<file path="src/rtl/imem_loader_pkg.sv">
// Shared types and constants for the instruction-memory loader.
// DEFAULT_DEPTH must match the instruction memory this loader fills.
package imem_loader_pkg;

  localparam int WORD_BYTES    = 4;
  localparam int DEFAULT_DEPTH = 64;

  typedef enum logic [2:0] {
    IDLE,
    HEADER,
    DATA,
    WRITE,
    DONE,
    ERR
  } state_t;

endpackage

</file>
<file path="src/rtl/imem_loader_if.sv">
// Byte-stream input and instruction-memory write port of the loader.
// A byte transfers on a rising edge where byte_valid && byte_ready; mem_we is a one-cycle write strobe.
interface imem_loader_if;

  logic        byte_valid;
  logic [7:0]  byte_data;
  logic        byte_ready;
  logic        mem_we;
  logic [31:0] mem_addr;
  logic [31:0] mem_wdata;

  modport master (
    input  byte_valid, byte_data,
    output byte_ready, mem_we, mem_addr, mem_wdata
  );

  modport slave (
    output byte_valid, byte_data,
    input  byte_ready, mem_we, mem_addr, mem_wdata
  );

endinterface

</file>
<file path="src/rtl/imem_loader_byte_assembler.sv">
// Packs incoming bytes MSB-first into a 32-bit word and flags the transfer that completes it.
module imem_loader_byte_assembler
  import imem_loader_pkg::*;
(
  input  logic        clk,
  input  logic        rst_n,
  input  logic        i_clear,
  input  logic        i_shift,
  input  logic [7:0]  i_byte,
  output logic [31:0] o_word,
  output logic        o_word_full
);

  logic [31:0] r_shift;
  logic [1:0]  r_cnt;

  always_ff @(posedge clk or negedge rst_n) begin
    if (!rst_n) begin
      r_shift <= '0;
      r_cnt   <= '0;
    end else if (i_clear) begin
      r_cnt   <= '0;
    end else if (i_shift) begin
      r_shift <= {r_shift[23:0], i_byte};
      r_cnt   <= r_cnt + 2'd1;
    end
  end

  // High during the transfer of the last byte; the full word is in r_shift on the next cycle.
  assign o_word_full = i_shift && (r_cnt == 2'(WORD_BYTES - 1));
  assign o_word      = r_shift;

endmodule

</file>
<file path="src/rtl/imem_loader.sv">
// Loads a length-prefixed byte stream into instruction memory as 32-bit words,
// holding the CPU in reset until a load completes.
module imem_loader
  import imem_loader_pkg::*;
#(
  parameter int          DEPTH     = DEFAULT_DEPTH,
  parameter logic [31:0] BASE_ADDR = 32'h0000_0000
) (
  input  logic                     clk,
  input  logic                     rst_n,
  input  logic                     i_start,
  imem_loader_if.master            bus,
  output logic                     o_cpu_hold,
  output logic                     o_busy,
  output logic                     o_done,
  output logic                     o_error,
  output logic [$clog2(DEPTH):0]   o_words_loaded,
  output state_t                   o_state
);

  localparam int          CNT_W   = $clog2(DEPTH) + 1;
  localparam logic [31:0] DEPTH_U = 32'(DEPTH);

  state_t             r_state;
  logic               r_byte_ready;
  logic               r_mem_we;
  logic [31:0]        r_mem_addr;
  logic               r_cpu_hold;
  logic               r_busy;
  logic               r_done;
  logic               r_error;
  logic [CNT_W-1:0]   r_words;
  logic [7:0]         r_n;

  logic               w_xfer;
  logic               w_start_ok;
  logic               w_shift;
  logic               w_n_bad;
  logic               w_last;
  logic [CNT_W-1:0]   w_words_next;
  logic [31:0]        w_word;
  logic               w_word_full;

  assign w_xfer       = bus.byte_valid && r_byte_ready;
  assign w_start_ok   = i_start && (r_state == IDLE || r_state == DONE || r_state == ERR);
  assign w_shift      = w_xfer && (r_state == DATA);
  assign w_n_bad      = (bus.byte_data == 8'd0) || (32'(bus.byte_data) > DEPTH_U);
  assign w_words_next = r_words + 1'b1;
  assign w_last       = (32'(w_words_next) == 32'(r_n));

  imem_loader_byte_assembler u_byte_assembler (
    .clk         (clk),
    .rst_n       (rst_n),
    .i_clear     (w_start_ok),
    .i_shift     (w_shift),
    .i_byte      (bus.byte_data),
    .o_word      (w_word),
    .o_word_full (w_word_full)
  );

  always_ff @(posedge clk or negedge rst_n) begin
    if (!rst_n) begin
      r_state      <= IDLE;
      r_byte_ready <= 1'b0;
      r_mem_we     <= 1'b0;
      r_mem_addr   <= BASE_ADDR;
      r_cpu_hold   <= 1'b1;
      r_busy       <= 1'b0;
      r_done       <= 1'b0;
      r_error      <= 1'b0;
      r_words      <= '0;
      r_n          <= '0;
    end else begin
      r_mem_we <= 1'b0;
      case (r_state)
        IDLE, DONE, ERR: begin
          if (i_start) begin
            r_state      <= HEADER;
            r_byte_ready <= 1'b1;
            r_busy       <= 1'b1;
            r_cpu_hold   <= 1'b1;
            r_done       <= 1'b0;
            r_error      <= 1'b0;
            r_words      <= '0;
            r_mem_addr   <= BASE_ADDR;
          end
        end
        HEADER: begin
          if (w_xfer) begin
            if (w_n_bad) begin
              r_state      <= ERR;
              r_byte_ready <= 1'b0;
              r_busy       <= 1'b0;
              r_error      <= 1'b1;
            end else begin
              r_state <= DATA;
              r_n     <= bus.byte_data;
            end
          end
        end
        DATA: begin
          if (w_word_full) begin
            r_state      <= WRITE;
            r_byte_ready <= 1'b0;
            r_mem_we     <= 1'b1;
          end
        end
        WRITE: begin
          r_words    <= w_words_next;
          r_mem_addr <= r_mem_addr + 32'(WORD_BYTES);
          if (w_last) begin
            r_state    <= DONE;
            r_busy     <= 1'b0;
            r_done     <= 1'b1;
            r_cpu_hold <= 1'b0;
          end else begin
            r_state      <= DATA;
            r_byte_ready <= 1'b1;
          end
        end
        default: r_state <= IDLE;
      endcase
    end
  end

  assign bus.byte_ready = r_byte_ready;
  assign bus.mem_we     = r_mem_we;
  assign bus.mem_addr   = r_mem_addr;
  assign bus.mem_wdata  = w_word;
  assign o_cpu_hold     = r_cpu_hold;
  assign o_busy         = r_busy;
  assign o_done         = r_done;
  assign o_error        = r_error;
  assign o_words_loaded = r_words;
  assign o_state        = r_state;

endmodule

</file>
<file path="src/flat_wrapper.sv">
// flat-port wrapper written by rule: the top's interface ports become plain ports
module imem_loader_flat import imem_loader_pkg::*;
#(
  parameter int          DEPTH     = DEFAULT_DEPTH,
  parameter logic [31:0] BASE_ADDR = 32'h0000_0000
)
  (clk, rst_n, i_start, o_cpu_hold, o_busy, o_done, o_error, o_words_loaded, o_state, bus_byte_valid, bus_byte_data, bus_byte_ready, bus_mem_we, bus_mem_addr, bus_mem_wdata);
  imem_loader_if bus_i ();
  input  logic clk;
  input  logic rst_n;
  input  logic i_start;
  output logic o_cpu_hold;
  output logic o_busy;
  output logic o_done;
  output logic o_error;
  output logic [$clog2(DEPTH):0] o_words_loaded;
  output state_t o_state;
  input wire logic [$bits(bus_i.byte_valid)-1:0] bus_byte_valid;
  input wire logic [$bits(bus_i.byte_data)-1:0] bus_byte_data;
  output wire logic [$bits(bus_i.byte_ready)-1:0] bus_byte_ready;
  output wire logic [$bits(bus_i.mem_we)-1:0] bus_mem_we;
  output wire logic [$bits(bus_i.mem_addr)-1:0] bus_mem_addr;
  output wire logic [$bits(bus_i.mem_wdata)-1:0] bus_mem_wdata;
  assign bus_i.byte_valid = bus_byte_valid;
  assign bus_i.byte_data = bus_byte_data;
  assign bus_byte_ready = bus_i.byte_ready;
  assign bus_mem_we = bus_i.mem_we;
  assign bus_mem_addr = bus_i.mem_addr;
  assign bus_mem_wdata = bus_i.mem_wdata;
  imem_loader #(.DEPTH(DEPTH), .BASE_ADDR(BASE_ADDR)) u_core (.clk(clk), .rst_n(rst_n), .i_start(i_start), .bus(bus_i), .o_cpu_hold(o_cpu_hold), .o_busy(o_busy), .o_done(o_done), .o_error(o_error), .o_words_loaded(o_words_loaded), .o_state(o_state));
endmodule
</file>
<file path="config.mk">
export PLATFORM = sky130hd
export DESIGN_NAME = imem_loader_flat
export DESIGN_NICKNAME = d
export VERILOG_FILES = /design/src/rtl/imem_loader_pkg.sv /design/src/rtl/imem_loader_if.sv /design/src/rtl/imem_loader_byte_assembler.sv /design/src/rtl/imem_loader.sv /design/src/flat_wrapper.sv
export SDC_FILE = /design/constraint.sdc
export NUM_CORES = 1
export LEC_CHECK = 0
export CAP_MARGIN = 30
export CORE_MARGIN = 2
export CORE_UTILIZATION = 50
export CTS_BUF_LIST = sky130_fd_sc_hd__clkbuf_8
export CTS_CLUSTER_DIAMETER = 60
export DETAILED_ROUTE_END_ITERATION = 8
export GPL_TIMING_DRIVEN = 0
export MAX_ROUTING_LAYER = met4
export PLACE_DENSITY_LB_ADDON = 0.08
export SLEW_MARGIN = 20
export SYNTH_ARGS = -nofsm -noshare
export SYNTH_HDL_FRONTEND = slang
export SYNTH_SLANG_ARGS = --single-unit
</file>
<file path="constraint.sdc">
create_clock -name clk -period 3.05 [get_ports clk]
set_input_delay 0.7625 -clock clk [delete_from_list [all_inputs] [get_ports clk]]
set_output_delay 0.7625 -clock clk [all_outputs]
set_load 0.01 [all_outputs]
</file>
# After elaboration in Yosys (flattened, before gate mapping)
# Index checks and enable logic that the tools add are counted.
# word_totals
regBits	90
input_bits	12
output_inout_bits	80
word_cells	83
# classes
n_addsub	3
n_lt_le_gt_ge	1
n_eq_ne	13
mux	29
n_bitwise	2
reduce_logical	23
# ops
operator	count
32-bit one-hot mux with 2 select lines	1
32-bit by 3-bit adder with 32-bit output (second input constant)	1
32-bit 2-to-1 mux	1
3-bit 2-to-1 mux	5
7-bit one-hot mux with 2 select lines	1
1-bit 2-to-1 mux	12
3-bit one-hot mux with 4 select lines	1
3-bit AND reduction	3
7-bit by 8-bit equality test with 1-bit output	1
8-bit by 7-bit greater-than comparator with 1-bit output (second input constant)	1
8-bit logical NOT	1
7-bit by 1-bit adder with 7-bit output (second input constant)	1
7-bit 2-to-1 mux	1
3-bit by 2-bit equality test with 1-bit output (second input constant)	2
3-bit equality test (second input constant)	2
2-bit by 1-bit inequality test with 1-bit output (second input constant)	3
2-bit inequality test (second input constant)	3
1-bit one-hot mux with 2 select lines	3
6-bit AND reduction	1
2-bit nonzero test	3
5-bit AND reduction	1
1-bit logical AND	4
2-bit 2-to-1 mux	2
1-bit one-hot mux with 4 select lines	1
12 further kinds	16

# Logic depth before layout (Yosys ltp)
# logic_depth
depth_word	6
ltp_mapped	8
depth_no_buf	6

# Hierarchy
# From an unflattened synthesis, not the netlist that was laid out.
# hier_totals
cells_unflattened	355
area_unflattened_um2	4159.0
# by_module_without_submodules
module	instances	cells_each	area_each_um2	seq_area_each_um2
imem_loader	1	278	2703.8	1352.5
imem_loader_byte_assembler	1	77	1455.1	850.8

# Worst setup path after synthesis
# Ideal clock, no wire load.
# synth_timing
path_type	input-to-reg
startpoint	input port bus_byte_data[1]
endpoint	register u_core.r_n[0]
setup_ns	0.125
t_arrival_ns	2.262
t_required_ns	2.925
slack_ns	0.663
stages	6
n_path_buf	1
cell_sequence	nor4_1 -> nand3_1 -> a21oi_1 -> and2_1 -> clkbuf_1 -> mux2_2
# synth_between
elab_chain_cells	4
word_cells_on_any_way	5
classes_between	order compare: 1; bitwise: 1; reduce/logical: 3
# synth_rtl
element	line_no	text
start: declaration	flat_wrapper.sv:19	input wire logic [$bits(bus_i.byte_data)-1:0] bus_byte_data;
8-bit by 7-bit greater-than comparator with 1-bit output or 8-bit logical NOT (tied branches)	imem_loader.sv:47	assign w_n_bad = (bus.byte_data == 8'd0) || (32'(bus.byte_data) > DEPTH_U);
1-bit logical OR (*)	imem_loader.sv:47	
1-bit NOT (no line) (*)	n/a	
3-bit AND reduction (no line) (*)	n/a	
end signal: assignment	imem_loader.sv:97	r_n <= bus.byte_data;
end: declaration	imem_loader.sv:33	logic [7:0] r_n;
# Every way passes the cells marked *; elsewhere a longest branch is shown, timed or not.
# A chain may end at the register's enable or synchronous reset.

==> flow_summary.yaml <==
logic_synthesis:
  ys_types: 42
  syn_inst: 370
  syn_area_um2: 4120
  synth_seq_area_share: 0.535
  synth-seq-cells: 88
  synth_edf_count: 0
  ys.flop_type: "dfrtp_1"
  async_flop_share: 1.00
  ys_warn_count: 0
  syn_avg_cell_area_um2: 11.1
route:
  vias_per_cell: 5.42
  first_pass_iters: 4
  dr_total_vias: 3156
  routedWlPerCell_um: 15.4
  totalWireLength_um: 8980
  drt.antenna.violating_nets: 0
  drcViolationCount: 0
  drtIter0Drc: 137
worst_setup_path:
  critPathRequiredTime_ns: 3.28
  arrival_ns: 3.07
  cp-startpoint: "i_start"
  rr_startpoint: "u_core.o_words_loaded[0]"
  path_class: "in2reg"
  crit_path_max_fanout: 9
  setup.worst_path.start_class: "input port"
  setup.worst_path.end_class: "flip-flop"
sta:
  setup-violations-final: 0
  maxSlewHeadroom: 0.442
  setup_tns_ns: 0
  rsz0062_at_grt: "false"
  tightest_slew_ns: 0.830
  clock_skew_ns: 0.0119
  min_period_ns: 2.84
  slew_viol_final: 0
  max_freq_ghz: 0.352
  final-hold-violation-count: 0
  fin_crit_sh: 0.932
cells_and_area:
  diodes: 0
  syn_to_final_growth_pct: 30.1
  n_fill_cell: 692
  ff_latch_area_um2: 2200
  drive_above_1_share: 0.157
  final_cells: 582
  multi_input_area_um2: 1820
  nets: 487
run:
  maxCapViolCount: 0
global_routing:
  gr-total-overflow: 0
  grt_antenna_before_repair: 0
  grt_util_all_layers: 0.222
  grt_pass1_vias: 3139
  grt_max_degree: 47
  grt_pass1_wl_um: 15100
run_status:
  outcome: "finished, final reports clean"
clock_network:
  clk-insertion-delay-late_ns: 0.35
  tritoncts: "built"
  ctsRootBufferMaster: "clkbuf_8"
  cts_max_level: 3
  path_clk_slew_ns: 0.09
  clockBufferDepth: 2
  post_cts.repair.setup_buffers: 0
  clock-sinks: 88
  cts_hold_buf: 0
  numCtsBuffers: 9
floorplanning:
  start_util: 0.509
  die_x_um: 94.8
  die_area_um2: 8990
  design.core.area_um2: 8090
  rows: 33
  ios: 92
  die_y_um: 94.8
power:
  ir_drop_v: 0.000389
  p_per_area_nw_per_um2: 677
  p_leak_nw: 2.33
placement:
  hpwl_um: 6590
  dp_cells: 566
  place_congestion: 0.879
  numPortBuffers: 89
min_path:
  holdCritPathClass: "in2async"
## per-stage QoR
stage                     worst slack, ns  utilization  power [mW]  hold slack, ns  cell area (um^2)
after floorplan                     0.663            -        2.28           0.467              4130
after global placement              -2.00        0.636        2.84           0.467              5150
after detailed placement           -0.230        0.638        2.87           0.471              5160
after CTS                           0.136        0.662        3.68           0.426              5360
after global routing               0.0535        0.663        3.87           0.448              5360
final                               0.207        0.663        3.63           0.415              5360
## power breakdown
group	internal [mW]	total, mW	leakage (nW)	switching, mW
Clock	0.382	0.795	0.106	0.413
Combinational	0.650	1.22	1.04	0.572
Sequential	1.39	1.61	1.19	0.219
Total	2.42	3.63	2.33	1.20
## cell families (layout without fill, tap and decap cells)
family	count (synthesis)	count (layout)	share of synthesized area
AND/OR/NAND/NOR	140	140	0.184
flip-flops	88	88	0.535
multiplexers	42	42	0.115
AO/OA/AOI/OAI	41	41	0.0619
XOR/XNOR	33	33	0.0701
buffers and inverters	22	128	0.0246
adder cells (fa/ha/maj)	3	3	0.00911
other	1	2	0.000910
## worst max-delay path, cell delays in order
cell and delay, ns:
clkdlybuf4s50_1 0.56, nor2b_1 0.27, nand2_1 0.19, o221a_2 0.21
nor3_1 0.19, and2_1 0.15, clkbuf_1 0.36, mux2_2 0.39
## Yosys cell counts, types with 6 or more instances
master | count | area (um^2)
xnor2_1 | 17 | 149
mux2_2 | 39 | 439
nor3_1 | 9 | 45.0
dfrtp_1 | 87 | 2180
nand3_1 | 21 | 105
nand2_1 | 25 | 93.8
clkbuf_1 | 12 | 45.0
nor2_1 | 36 | 135
and3_1 | 7 | 43.8
inv_1 | 6 | 22.5
a21oi_1 | 11 | 55.1
xor2_1 | 16 | 140
nand4_1 | 11 | 68.8
o21ai_0 | 12 | 60.1
nor4_2 | 7 | 87.6
## layout make-up
| cell class | count | area share |
|---|---|---|
| Buffer | 16 | 0.0147 |
| Clock buffer | 9 | 0.0231 |
| Clock inverter | 7 | 0.0131 |
| Inverter | 6 | 0.00420 |
| Multi-Input combinational cell | 261 | 0.340 |
| Sequential cell | 88 | 0.411 |
| Tap cell | 105 | 0.0245 |
| Timing Repair Buffer | 90 | 0.169 |
## routing by layer
layer | up-vias | global-route usage | wire (um)
met4 | 0 | 0.0833 | 84
met3 | 8 | 0.0343 | 265
li1 | 1502 | - | -
met1 | 1585 | 0.276 | 3900
met5 | - | - | 0
met2 | 61 | 0.369 | 4730
## sequential cells by signal, indices dropped and copies added, names as in the netlist, 2 cells and up
register	count
u_core.u_byte_assembler.o_word	32
u_core.bus.mem_addr	30
u_core.r_n	8
u_core.o_words_loaded	7
u_core.o_state	3
u_core.u_byte_assembler.r_cnt	2
## cells in the final DEF (no fill, tap or decap), types with 3 or more instances in the layout
master           instances
nor4_2                   7
xor2_1                  16
and3_1                   7
clkbuf_8                 9
xnor2_1                 17
and2_1                   4
inv_6                    3
o22ai_1                  3
nand3_1                 21
mux2_2                  39
nand2_1                 25
clkdlybuf4s50_1         88
nor2b_1                  3
a22o_1                   3
dfrtp_1                 87
nor3_1                   9
nand2b_1                 4
buf_4                    4
o21ai_0                 12
or3_1                    3
ha_1                     3
clkbuf_1                12
a21oi_1                 10
nor4_1                   3
nor2_1                  36
nand4_1                 11
inv_1                    7
a21o_1                   4
## path summary, 6_finish.rpt
check / depth (start not counted) / end / slack, ns
setup reg to reg: 6 / u_core.o_busy / 0.48
setup / recovery: 8 / u_core.r_n[5] / 0.21
max in group asynchronous: 2 / u_core.r_n[0] / 1.99
hold reg to reg: 2 / u_core.o_done / 0.49
min in group clk: 2 / u_core.o_done / 0.49
hold / removal: 1 / u_core.bus.mem_addr[27] / 0.41
## what timing repair did
item / 4_1_cts / 5_1_grt
setup endpoints to repair: 0 / 7
hold endpoints to repair: 0 / 0
gates resized for setup: 0 / 1
Power figures use the tool's default switching activity.
